### config.mk
export PLATFORM = sky130hd
export DESIGN_NAME = reg_data_path
export DESIGN_NICKNAME = d
export VERILOG_FILES = /design/src/rtl/dp_pkg.sv /design/src/rtl/dp_alu.sv /design/src/rtl/reg_data_path.sv
export SDC_FILE = /design/constraint.sdc
export NUM_CORES = 1
export LEC_CHECK = 0
export ABC_CLOCK_PERIOD_IN_PS = 4500
export BUFFER_PORTS_ARGS = -buffer_cell sky130_fd_sc_hd__buf_4
export CELL_PAD_IN_SITES_DETAIL_PLACEMENT = 2
export CELL_PAD_IN_SITES_GLOBAL_PLACEMENT = 2
export CORE_AREA = 10 10 135 137
export CTS_CLUSTER_SIZE = 14
export DETAILED_ROUTE_END_ITERATION = 12
export DIE_AREA = 0 0 145 147
export GPL_TIMING_DRIVEN = 0
export PLACE_DENSITY_LB_ADDON = 0.1
export SYNTH_ARGS = -nofsm -noshare
export SYNTH_HDL_FRONTEND = slang
export SYNTH_SLANG_ARGS = --single-unit
### constraint.sdc
create_clock -name clk -period 4.5 [get_ports clk]
set_clock_uncertainty 0.2 [all_clocks]
set_input_delay 0.225 -clock clk [delete_from_list [all_inputs] [get_ports clk]]
set_output_delay 0.225 -clock clk [all_outputs]
set_load 0.02 [all_outputs]
### src/rtl/dp_pkg.sv
// Shared encodings for the register data path: ALU opcodes, bus sources,
// memory FSM states and the condition-code layout.
package dp_pkg;

    typedef enum logic [2:0] {
        ALU_ADD  = 3'd0,
        ALU_SUB  = 3'd1,
        ALU_AND  = 3'd2,
        ALU_OR   = 3'd3,
        ALU_XOR  = 3'd4,
        ALU_NOTA = 3'd5,
        ALU_INCA = 3'd6,
        ALU_PASB = 3'd7
    } alu_op_e;

    typedef enum logic [1:0] {
        BUS_ALU = 2'd0,
        BUS_RF  = 2'd1,
        BUS_MDR = 2'd2,
        BUS_PC  = 2'd3
    } bus_sel_e;

    typedef enum logic {
        ST_IDLE   = 1'b0,
        ST_ACCESS = 1'b1
    } mem_state_e;

    typedef struct packed {
        logic n;
        logic z;
        logic v;
        logic c;
    } flags_t;

endpackage

### src/rtl/dp_alu.sv
// Combinational ALU: eight operations on A/B with N/Z/V/C flag generation.
module dp_alu
    import dp_pkg::*;
#(
    parameter int DATA_W = 8
) (
    input  alu_op_e           op_i,
    input  logic [DATA_W-1:0] a_i,
    input  logic [DATA_W-1:0] b_i,
    output logic [DATA_W-1:0] result_o,
    output flags_t            flags_o
);

    localparam int MSB = DATA_W - 1;

    logic [DATA_W:0]   sum_add;
    logic [DATA_W:0]   sum_sub;
    logic [DATA_W:0]   sum_inc;
    logic [DATA_W-1:0] res;
    logic              v;
    logic              c;

    // The extra top bit carries out of ADD/INC and reads as borrow for SUB.
    assign sum_add = {1'b0, a_i} + {1'b0, b_i};
    assign sum_sub = {1'b0, a_i} - {1'b0, b_i};
    assign sum_inc = {1'b0, a_i} + (DATA_W+1)'(1);

    always_comb begin
        // NOTE: every output of this block gets a default first so no path leaves it unassigned, which would infer a latch.
        res = '0;
        v   = 1'b0;
        c   = 1'b0;
        case (op_i)
            ALU_ADD: begin
                res = sum_add[DATA_W-1:0];
                c   = sum_add[DATA_W];
                v   = (a_i[MSB] == b_i[MSB]) && (res[MSB] != a_i[MSB]);
            end
            ALU_SUB: begin
                res = sum_sub[DATA_W-1:0];
                c   = sum_sub[DATA_W];
                v   = (a_i[MSB] != b_i[MSB]) && (res[MSB] != a_i[MSB]);
            end
            ALU_AND:  res = a_i & b_i;
            ALU_OR:   res = a_i | b_i;
            ALU_XOR:  res = a_i ^ b_i;
            ALU_NOTA: res = ~a_i;
            ALU_INCA: begin
                res = sum_inc[DATA_W-1:0];
                c   = sum_inc[DATA_W];
                v   = !a_i[MSB] && res[MSB];
            end
            ALU_PASB: res = b_i;
            default:  res = '0;
        endcase
    end

    assign result_o = res;
    assign flags_o  = '{n: res[MSB], z: (res == '0), v: v, c: c};

endmodule

### src/rtl/reg_data_path.sv
// Register data path: register file, IR/PC/MAR/MDR/CCR around a shared bus,
// plus a two-state memory handshake FSM that freezes the path while busy.
module reg_data_path
    import dp_pkg::*;
#(
    parameter  int DATA_W = 8,
    parameter  int ADDR_W = 8,
    parameter  int NREGS  = 4,
    localparam int RS_W   = $clog2(NREGS)
) (
    input  logic              clk,
    input  logic              reset,
    input  logic              ir_load,
    input  logic              ccr_load,
    input  logic              mar_load,
    input  logic              pc_load,
    input  logic              pc_inc,
    input  logic              rf_we,
    input  logic [RS_W-1:0]   rf_wsel,
    input  logic [RS_W-1:0]   rf_asel,
    input  logic [RS_W-1:0]   rf_bsel,
    input  logic [RS_W-1:0]   out_sel,
    input  logic [2:0]        alu_sel,
    input  logic [1:0]        bus_sel,
    input  logic              mem_rd,
    input  logic              mem_wr,
    output logic              mem_req,
    output logic              mem_we,
    output logic [ADDR_W-1:0] mem_addr,
    output logic [DATA_W-1:0] mem_wdata,
    input  logic [DATA_W-1:0] mem_rdata,
    input  logic              mem_ack,
    output logic              busy,
    output logic [DATA_W-1:0] ir,
    output logic [3:0]        ccr
);

    mem_state_e        state_q, state_d;
    logic [DATA_W-1:0] rf_q [NREGS];
    logic [DATA_W-1:0] ir_q, mdr_q, mem_wdata_q;
    logic [ADDR_W-1:0] mar_q, pc_q, mem_addr_q;
    logic              mem_we_q;
    flags_t            ccr_q;

    logic [DATA_W-1:0] bus;
    logic [DATA_W-1:0] alu_res;
    flags_t            alu_flags;
    logic              idle;
    logic              start;

    dp_alu #(.DATA_W(DATA_W)) u_alu (
        .op_i     (alu_op_e'(alu_sel)),
        .a_i      (rf_q[rf_asel]),
        .b_i      (rf_q[rf_bsel]),
        .result_o (alu_res),
        .flags_o  (alu_flags)
    );

    always_comb begin
        bus = '0;
        case (bus_sel_e'(bus_sel))
            BUS_ALU: bus = alu_res;
            BUS_RF:  bus = rf_q[out_sel];
            BUS_MDR: bus = mdr_q;
            BUS_PC:  bus = DATA_W'(pc_q);
            default: bus = '0;
        endcase
    end

    // Every strobe is qualified by idle so nothing moves during an access.
    assign idle  = (state_q == ST_IDLE);
    assign start = idle && (mem_rd || mem_wr);

    always_comb begin
        state_d = state_q;
        case (state_q)
            ST_IDLE:   if (start)   state_d = ST_ACCESS;
            ST_ACCESS: if (mem_ack) state_d = ST_IDLE;
            default:   state_d = ST_IDLE;
        endcase
    end

    always_ff @(posedge clk or posedge reset) begin
        // NOTE: sequential state uses non-blocking assignments so every register samples pre-edge values.
        if (reset) state_q <= ST_IDLE;
        else       state_q <= state_d;
    end

    always_ff @(posedge clk or posedge reset) begin
        if (reset) begin
            ir_q        <= '0;
            mar_q       <= '0;
            pc_q        <= '0;
            mdr_q       <= '0;
            ccr_q       <= '0;
            mem_addr_q  <= '0;
            mem_wdata_q <= '0;
            mem_we_q    <= 1'b0;
            // NOTE: the register file is flops, not RAM, and must read zero after reset, so each entry is cleared.
            for (int i = 0; i < NREGS; i++) rf_q[i] <= '0;
        end else begin
            if (idle && ir_load)  ir_q  <= bus;
            if (idle && mar_load) mar_q <= ADDR_W'(bus);
            if (idle && ccr_load) ccr_q <= alu_flags;
            if (idle && rf_we)    rf_q[rf_wsel] <= bus;
            if (idle && pc_load)     pc_q <= ADDR_W'(bus);
            else if (idle && pc_inc) pc_q <= pc_q + ADDR_W'(1);

            // A simultaneous rd+wr latches mem_we high, so it runs as a write.
            if (start) begin
                mem_addr_q  <= mar_q;
                mem_wdata_q <= rf_q[out_sel];
                mem_we_q    <= mem_wr;
            end
            if (!idle && mem_ack && !mem_we_q) mdr_q <= mem_rdata;
        end
    end

    assign mem_req   = !idle;
    assign busy      = !idle;
    assign mem_we    = mem_we_q;
    assign mem_addr  = mem_addr_q;
    assign mem_wdata = mem_wdata_q;
    assign ir        = ir_q;
    assign ccr       = ccr_q;

endmodule

Yosys cells after proc, flatten, opt, wreduce, memory -nomap -nowiden
Index checks and enable logic that the tools add are counted.
{ "op_classes": {"n_mux": 21, "bitwise": 9, "n_addsub": 4, "eq_ne": 14, "reduce_logical": 20, "order_cmp": 5} }
{ "op_table": {"columns": ["operator", "n"], "rows": [
  ["2-to-1 mux 8 bit", 9],
  ["case mux 8 bit (8 select lines)", 1],
  ["binary-select mux 8 bit (select 2 bit)", 3],
  ["bitwise mux 32 bit", 1],
  ["case mux 8 bit (4 select lines)", 1],
  ["demux 8 bit (select 2 bit)", 1],
  ["logical AND 1 bit", 13],
  ["equality test 3 bit, second input constant", 4],
  ["greater-or-equal comparator 3 bit, second input constant", 4],
  ["inverter 2 -> 3 bit", 4],
  ["adder 8 x 1 -> 9 bit, second input constant", 1],
  ["adder 8 x 8 -> 9 bit", 1],
  ["subtractor 8 x 8 -> 9 bit", 1],
  ["adder 8 x 1 -> 8 bit, second input constant", 1],
  ["bitwise AND 8 bit", 1],
  ["logical NOT 8 bit", 1],
  ["inverter 8 bit", 1],
  ["bitwise OR 8 bit", 1],
  ["bitwise XOR 8 bit", 1],
  ["equality test 3 x 2 -> 1 bit, second input constant", 2],
  ["case mux 1 bit (3 select lines)", 2],
  ["equality test 2 bit, second input constant", 2],
  ["equality test 3 x 1 -> 1 bit, second input constant", 1],
  ["logical NOT 3 bit", 1],
  ["other kinds (11)", 15]
]} }
{ "totals": {"register_bits": 86, "out_inout_bits": 31} }

Longest topological paths before layout
{ "depth": {"depth_word": 8, "ltp_mapped": 14} }

By module
Synthesis repeated with hierarchy kept, for this count alone.
{ "hier_totals": {"cells_unflattened": 580, "area_unflattened_um2": 5809.3} }
{ "by_module_without_submodules": {"columns": ["module", "instances", "seq_area_each_um2", "cells_per_inst", "area_per_inst_um2"], "rows": [
  ["reg_data_path", 1, 2152.1, 355, 4207.8],
  ["dp_alu", 1, 0.0, 225, 1601.5]
]} }

Worst setup path before layout
No wires, ideal clock.
{ "synth_path": {"path_type": "input to register", "from": "input port rf_bsel[0]", "to": "register pc_q[7]", "path_stages": 12, "setup_slack_ns": 0.952, "required_time_ns": 4.213, "arrival_ns": 3.262, "setup_ns": 0.087, "path_buffers": 1, "cell_sequence": "buf_2 > mux4_2 > inv_1 > ha_1 > a21oi_1 > o2111a_1 > o21ai_1 > a21oi_1 > mux2i_1 > o32a_1 > mux4_2 > o211ai_1"} }
{ "synth_between": {"elab_chain_cells": 8} }
{ "synth_lines": {"columns": ["item", "line", "text"], "rows": [
  ["start, declared", "reg_data_path.sv:21", "input logic [RS_W-1:0] rf_bsel,"],
  ["inverter 2 -> 3 bit (implied by the code) (*)", "reg_data_path.sv:54", ".b_i (rf_q[rf_bsel]),"],
  ["binary-select mux 8 bit (select 2 bit) (*)", "reg_data_path.sv:54", null],
  ["2-to-1 mux 8 bit (implied by the code) (*) (2 in a row)", "reg_data_path.sv:54", null],
  ["subtractor 8 x 8 -> 9 bit, or another cell as far along", "dp_alu.sv:25", "assign sum_sub = {1'b0, a_i} - {1'b0, b_i};"],
  ["case mux 8 bit (8 select lines) (*)", "dp_alu.sv:33", "case (op_i)"],
  ["case mux 8 bit (4 select lines) (*)", "reg_data_path.sv:61", "case (bus_sel_e'(bus_sel))"],
  ["2-to-1 mux 8 bit (*)", "reg_data_path.sv:106", "if (idle && pc_load) pc_q <= ADDR_W'(bus);"],
  ["end signal, assigned", "reg_data_path.sv:106", null],
  ["end signal, assigned", "reg_data_path.sv:107", "else if (idle && pc_inc) pc_q <= pc_q + ADDR_W'(1);"],
  ["end, declared", "reg_data_path.sv:41", "logic [ADDR_W-1:0] mar_q, pc_q, mem_addr_q;"]
]} }
Every way passes the cells marked *; elsewhere a longest branch is shown, timed or not. The select of a mux whose other input is x is not followed.
A chain may end at the register's enable or synchronous reset.

Worst setup path in the final report
{ "layout_path": {"from": "register rf_q[8] in the netlist's numbering", "to": "register pc_q[1]"} }
{ "layout_between": {"elab_chain_cells": 7} }
{ "layout_lines": {"columns": ["item", "line", "text"], "rows": [
  ["start, declared", "reg_data_path.sv:39", "logic [DATA_W-1:0] rf_q [NREGS];"],
  ["start signal, assigned by index", "reg_data_path.sv:105", "if (idle && rf_we) rf_q[rf_wsel] <= bus;"],
  ["binary-select mux 8 bit (select 2 bit), on equally long branches", "reg_data_path.sv:53, reg_data_path.sv:54", null],
  ["2-to-1 mux 8 bit, on equally long branches (2 in a row)", "reg_data_path.sv:53, reg_data_path.sv:54", null],
  ["adder 8 x 1 -> 9 bit, or another cell as far along", "dp_alu.sv:26", "assign sum_inc = {1'b0, a_i} + (DATA_W+1)'(1);"],
  ["case mux 8 bit (8 select lines) (*)", "dp_alu.sv:33", null],
  ["case mux 8 bit (4 select lines) (*)", "reg_data_path.sv:61", null],
  ["2-to-1 mux 8 bit (*)", "reg_data_path.sv:106", null]
]} }
Marked as above.

==> flow_metrics.env <==
export IMPL_ys_flop_type="dfrtp_1"
export IMPL_ios=63
export IMPL_rsz0062_at_grt="false"
export IMPL_postCtsSetupBuffers=0
export IMPL_netlist_area_um2=5784
export IMPL_routedWlPerCell_um=23.00
export IMPL_reg2regPathDepth=11
export IMPL_routed_wl_um=20340
export IMPL_worstPathRequired_ns=4.54
export IMPL_vias_per_cell=5.600
export IMPL_gp_congestion=0.9392
export IMPL_start_util_pct=37.08
export IMPL_path_class="register to register"
export IMPL_hold_ws_ns=0.02720
export IMPL_ys_seq_area_share_pct=37.21
export IMPL_cp_end_kind="register"
export IMPL_synth_top_area_share_pct=37.21
export IMPL_fin_total_pwr_mw=4.501
export IMPL_hold_violations=0
export IMPL_fin_ws_ns=0.3801
export IMPL_numCtsBuffers=9
export IMPL_n_antenna_cell=0
export IMPL_cts_htree_levels=3
export IMPL_track_usage_pct=19.20
export IMPL_worstPathCellList="mux4_2 -> inv_1 -> ha_1 -> inv_1 -> fa_1 -> mux4_2 -> mux2i_1 -> o21ai_1 -> o21ai_1 -> a21oi_1 -> a21o_1"
export IMPL_power_density_nw_per_um2=653.2
export IMPL_cts_tree="yes"
export IMPL_yosysUniqueCellTypes=69
export IMPL_timing_final_crit_period_ns=4.120
export IMPL_clk_path_buf_depth=2
export IMPL_holdPathStages=3
export IMPL_die_height_um=147
export IMPL_switching_share_pct=44.72
export IMPL_irDropWorstVdd_v=0.0003948
export IMPL_yosysWarnings=0
export IMPL_cp_max_fo=7
export IMPL_overflow=0
export IMPL_vias=4950
export IMPL_grt_pass1_wl_um=32320
export IMPL_intPower_mw=2.488
export IMPL_io_buffer_count=54
export IMPL_setup_tns_ns=0
export IMPL_p_switching_mw=2.013
export IMPL_drive_above_1_share_pct=23.20
export IMPL_clk_insertion_delay_late_ns=0.35
export IMPL_root_buffer="clkbuf_16"
export IMPL_coreArea_um2=15600
export IMPL_start_kind="register"
export IMPL_final_common_cell="dfrtp_1"
export IMPL_ff2ff_setup_slack_ns=0.38
export IMPL_critical_path_max_stage_delay_ns=0.79
export IMPL_hold_buffers=12
export IMPL_leakage_nw=2.936
export IMPL_area_growth_pct=19.12
export IMPL_cts_resized=0
export IMPL_clock_sinks=86
export IMPL_p_seq_share_pct=30.9
export IMPL_min_delay_start="pc_load"
export IMPL_place_detailed_hpwl_um=15690
export IMPL_crit_start="rf_q[8]$_DFFE_PP0P_"
export IMPL_fmax_mhz=242.7
export IMPL_hold_end="pc_q[4]$_DFFE_PP0P_"
export IMPL_die_w_um=145
export IMPL_fill_cells=1651
export IMPL_grt_max_degree=71
export IMPL_finalSetupViolCount=0
export IMPL_nNetsFinal=724
export IMPL_syn_inst=585
export IMPL_clk_pin_slew_ns=0.07
export IMPL_synth_area_leaders="dfrtp_1, mux4_2, mux2_2"
export IMPL_layout_common_cells="dfrtp_1, nand2_1, buf_4"
export IMPL_synth_edff_count=0
export IMPL_yosys_register_bits=86
export IMPL_critPathArrivalTime_ns=4.16
export IMPL_min_path_type="input pin to register"
export IMPL_outcome="completed"
export IMPL_synthArstFlopShare_pct=100.0
export IMPL_drt_pre_antenna_iters=4
export IMPL_syn_nets=646
export IMPL_syn_avg_cell_area_um2=9.888
export IMPL_rr_endpoint="pc_q[1]$_DFFE_PP0P_"
export IMPL_dieArea_um2=21320
export IMPL_antenna_found_initial=1
export IMPL_worst_pin_slew_ns=1.002
export IMPL_pre_cts_ws_ns=0.2260
export IMPL_remaining_drc_errors=0
export IMPL_drtIter0Drc=293
export IMPL_drv_slew=0
export IMPL_core_rowCount=46
export IMPL_yosysTopAreaCell="dfrtp_1"
export IMPL_grt_pass1_vias=5512
export IMPL_power_frac_comb_pct=53.1
export IMPL_slew_headroom_pct=32.73
export IMPL_final_antenna_net_count=0
export IMPL_finalCritPeriodShare_pct=91.55
export IMPL_cp_slowest_cell="o21ai_1"
export IMPL_fin_util_pct=44.18
export IMPL_cap_violations=0
export IMPL_r2r_start="rf_q[8]$_DFFE_PP0P_"
export IMPL_clock_power_share_pct=16.0
[area by class of cell]
cell class | count | area (µm²) | area share, %
clock inverters | 7 | 55.05 | 0.7990
flip-flops and latches | 86 | 2152 | 31.23
plain buffers | 34 | 153.9 | 2.234
well taps | 216 | 270.3 | 3.922
inverters | 34 | 130.1 | 1.889
repair buffers | 67 | 553.0 | 8.026
clock buffers | 9 | 225.2 | 3.269
multi-input cells | 431 | 3351 | 48.63
[critical path: cells and delay by family (launching register included)]
family,cells,cell delay (ns)
compound gates,4,1.26
fa+ha+maj,2,0.61
buf+inv,2,0.18
flops,1,0.42
mux,3,1.33
[layer usage]
metal | up-vias | GRT usage [%] | share of wire [%]
li1 | 2278 | - | -
met2 | 67 | 33.88 | 51
met5 | - | 0 | 0
met1 | 2592 | 23.80 | 45
met4 | 0 | 4.801 | 1.5
met3 | 13 | 3.163 | 2.9
[power groups by stage]
stage | Clock, mW | Combinational (mW) | Sequential [mW]
global route | 0.773 | 2.64 | 1.44
CTS | 0.738 | 2.41 | 1.39
detailed placement | 0 | 2.39 | 1.40
finish | 0.718 | 2.39 | 1.39
global placement | 0 | 2.27 | 1.36
floorplan | 0 | 1.47 | 1.42
[worst max-delay path by stage]
stage,slack [ns],end,depth (start not counted)
global route,0.15,pc_q[1]$_DFFE_PP0P_,11
global placement,0.30,pc_q[1]$_DFFE_PP0P_,11
detailed placement,0.23,pc_q[1]$_DFFE_PP0P_,11
CTS,0.32,pc_q[1]$_DFFE_PP0P_,11
finish,0.38,pc_q[1]$_DFFE_PP0P_,11
floorplan,0.95,pc_q[7]$_DFFE_PP0P_,12
[cell usage after synthesis (4+ instances only)]
library cell   n
mux4_2        28
o21ai_1       16
o21bai_1       5
dfrtp_1       86
nor2_1        40
o21ai_0       43
ha_1          27
a21oi_1       21
o211ai_1       5
or3_1          8
nand2_1       65
nand3_1       10
and3_1         4
nor3_1         9
a31oi_1        6
inv_1         31
mux2_2        35
clkbuf_1      24
xnor2_1       10
a22oi_1        6
buf_2          6
mux2i_1       11
nor2b_1        6
nand2b_1      11
[state kept, by name, indices dropped and copies added (netlist names)]
name       cells
mem_addr       8
ccr            4
busy           1
ir             8
mdr_q          8
mar_q          8
mem_we         1
pc_q           8
rf_q          32
mem_wdata      8
[logic make-up (layout without fill, tap and decap cells)]
| logic type | count (synthesis) | after routing | synth area share, % |
|---|---|---|---|
| muxes | 75 | 75 | 19.81 |
| buffers and inverters | 68 | 151 | 4.867 |
| and+or+nand+nor | 173 | 173 | 14.13 |
| AOI/OAI and AO/OA | 142 | 142 | 15.64 |
| adders and majority gates | 29 | 29 | 6.533 |
| DFF | 86 | 86 | 37.21 |
| xor gates and xnor gates | 12 | 12 | 1.817 |
[through the flow]
| stage | cell area (µm²) | std cells |
|---|---|---|
| finish | 6890 | 884 |
| global route | 6890 | 884 |
| CTS | 6890 | 884 |
| detailed placement | 6490 | 856 |
| global placement | 6460 | 855 |
| floorplan | 5784 | 585 |
Note: power is estimated with default switching activity, not from simulation.
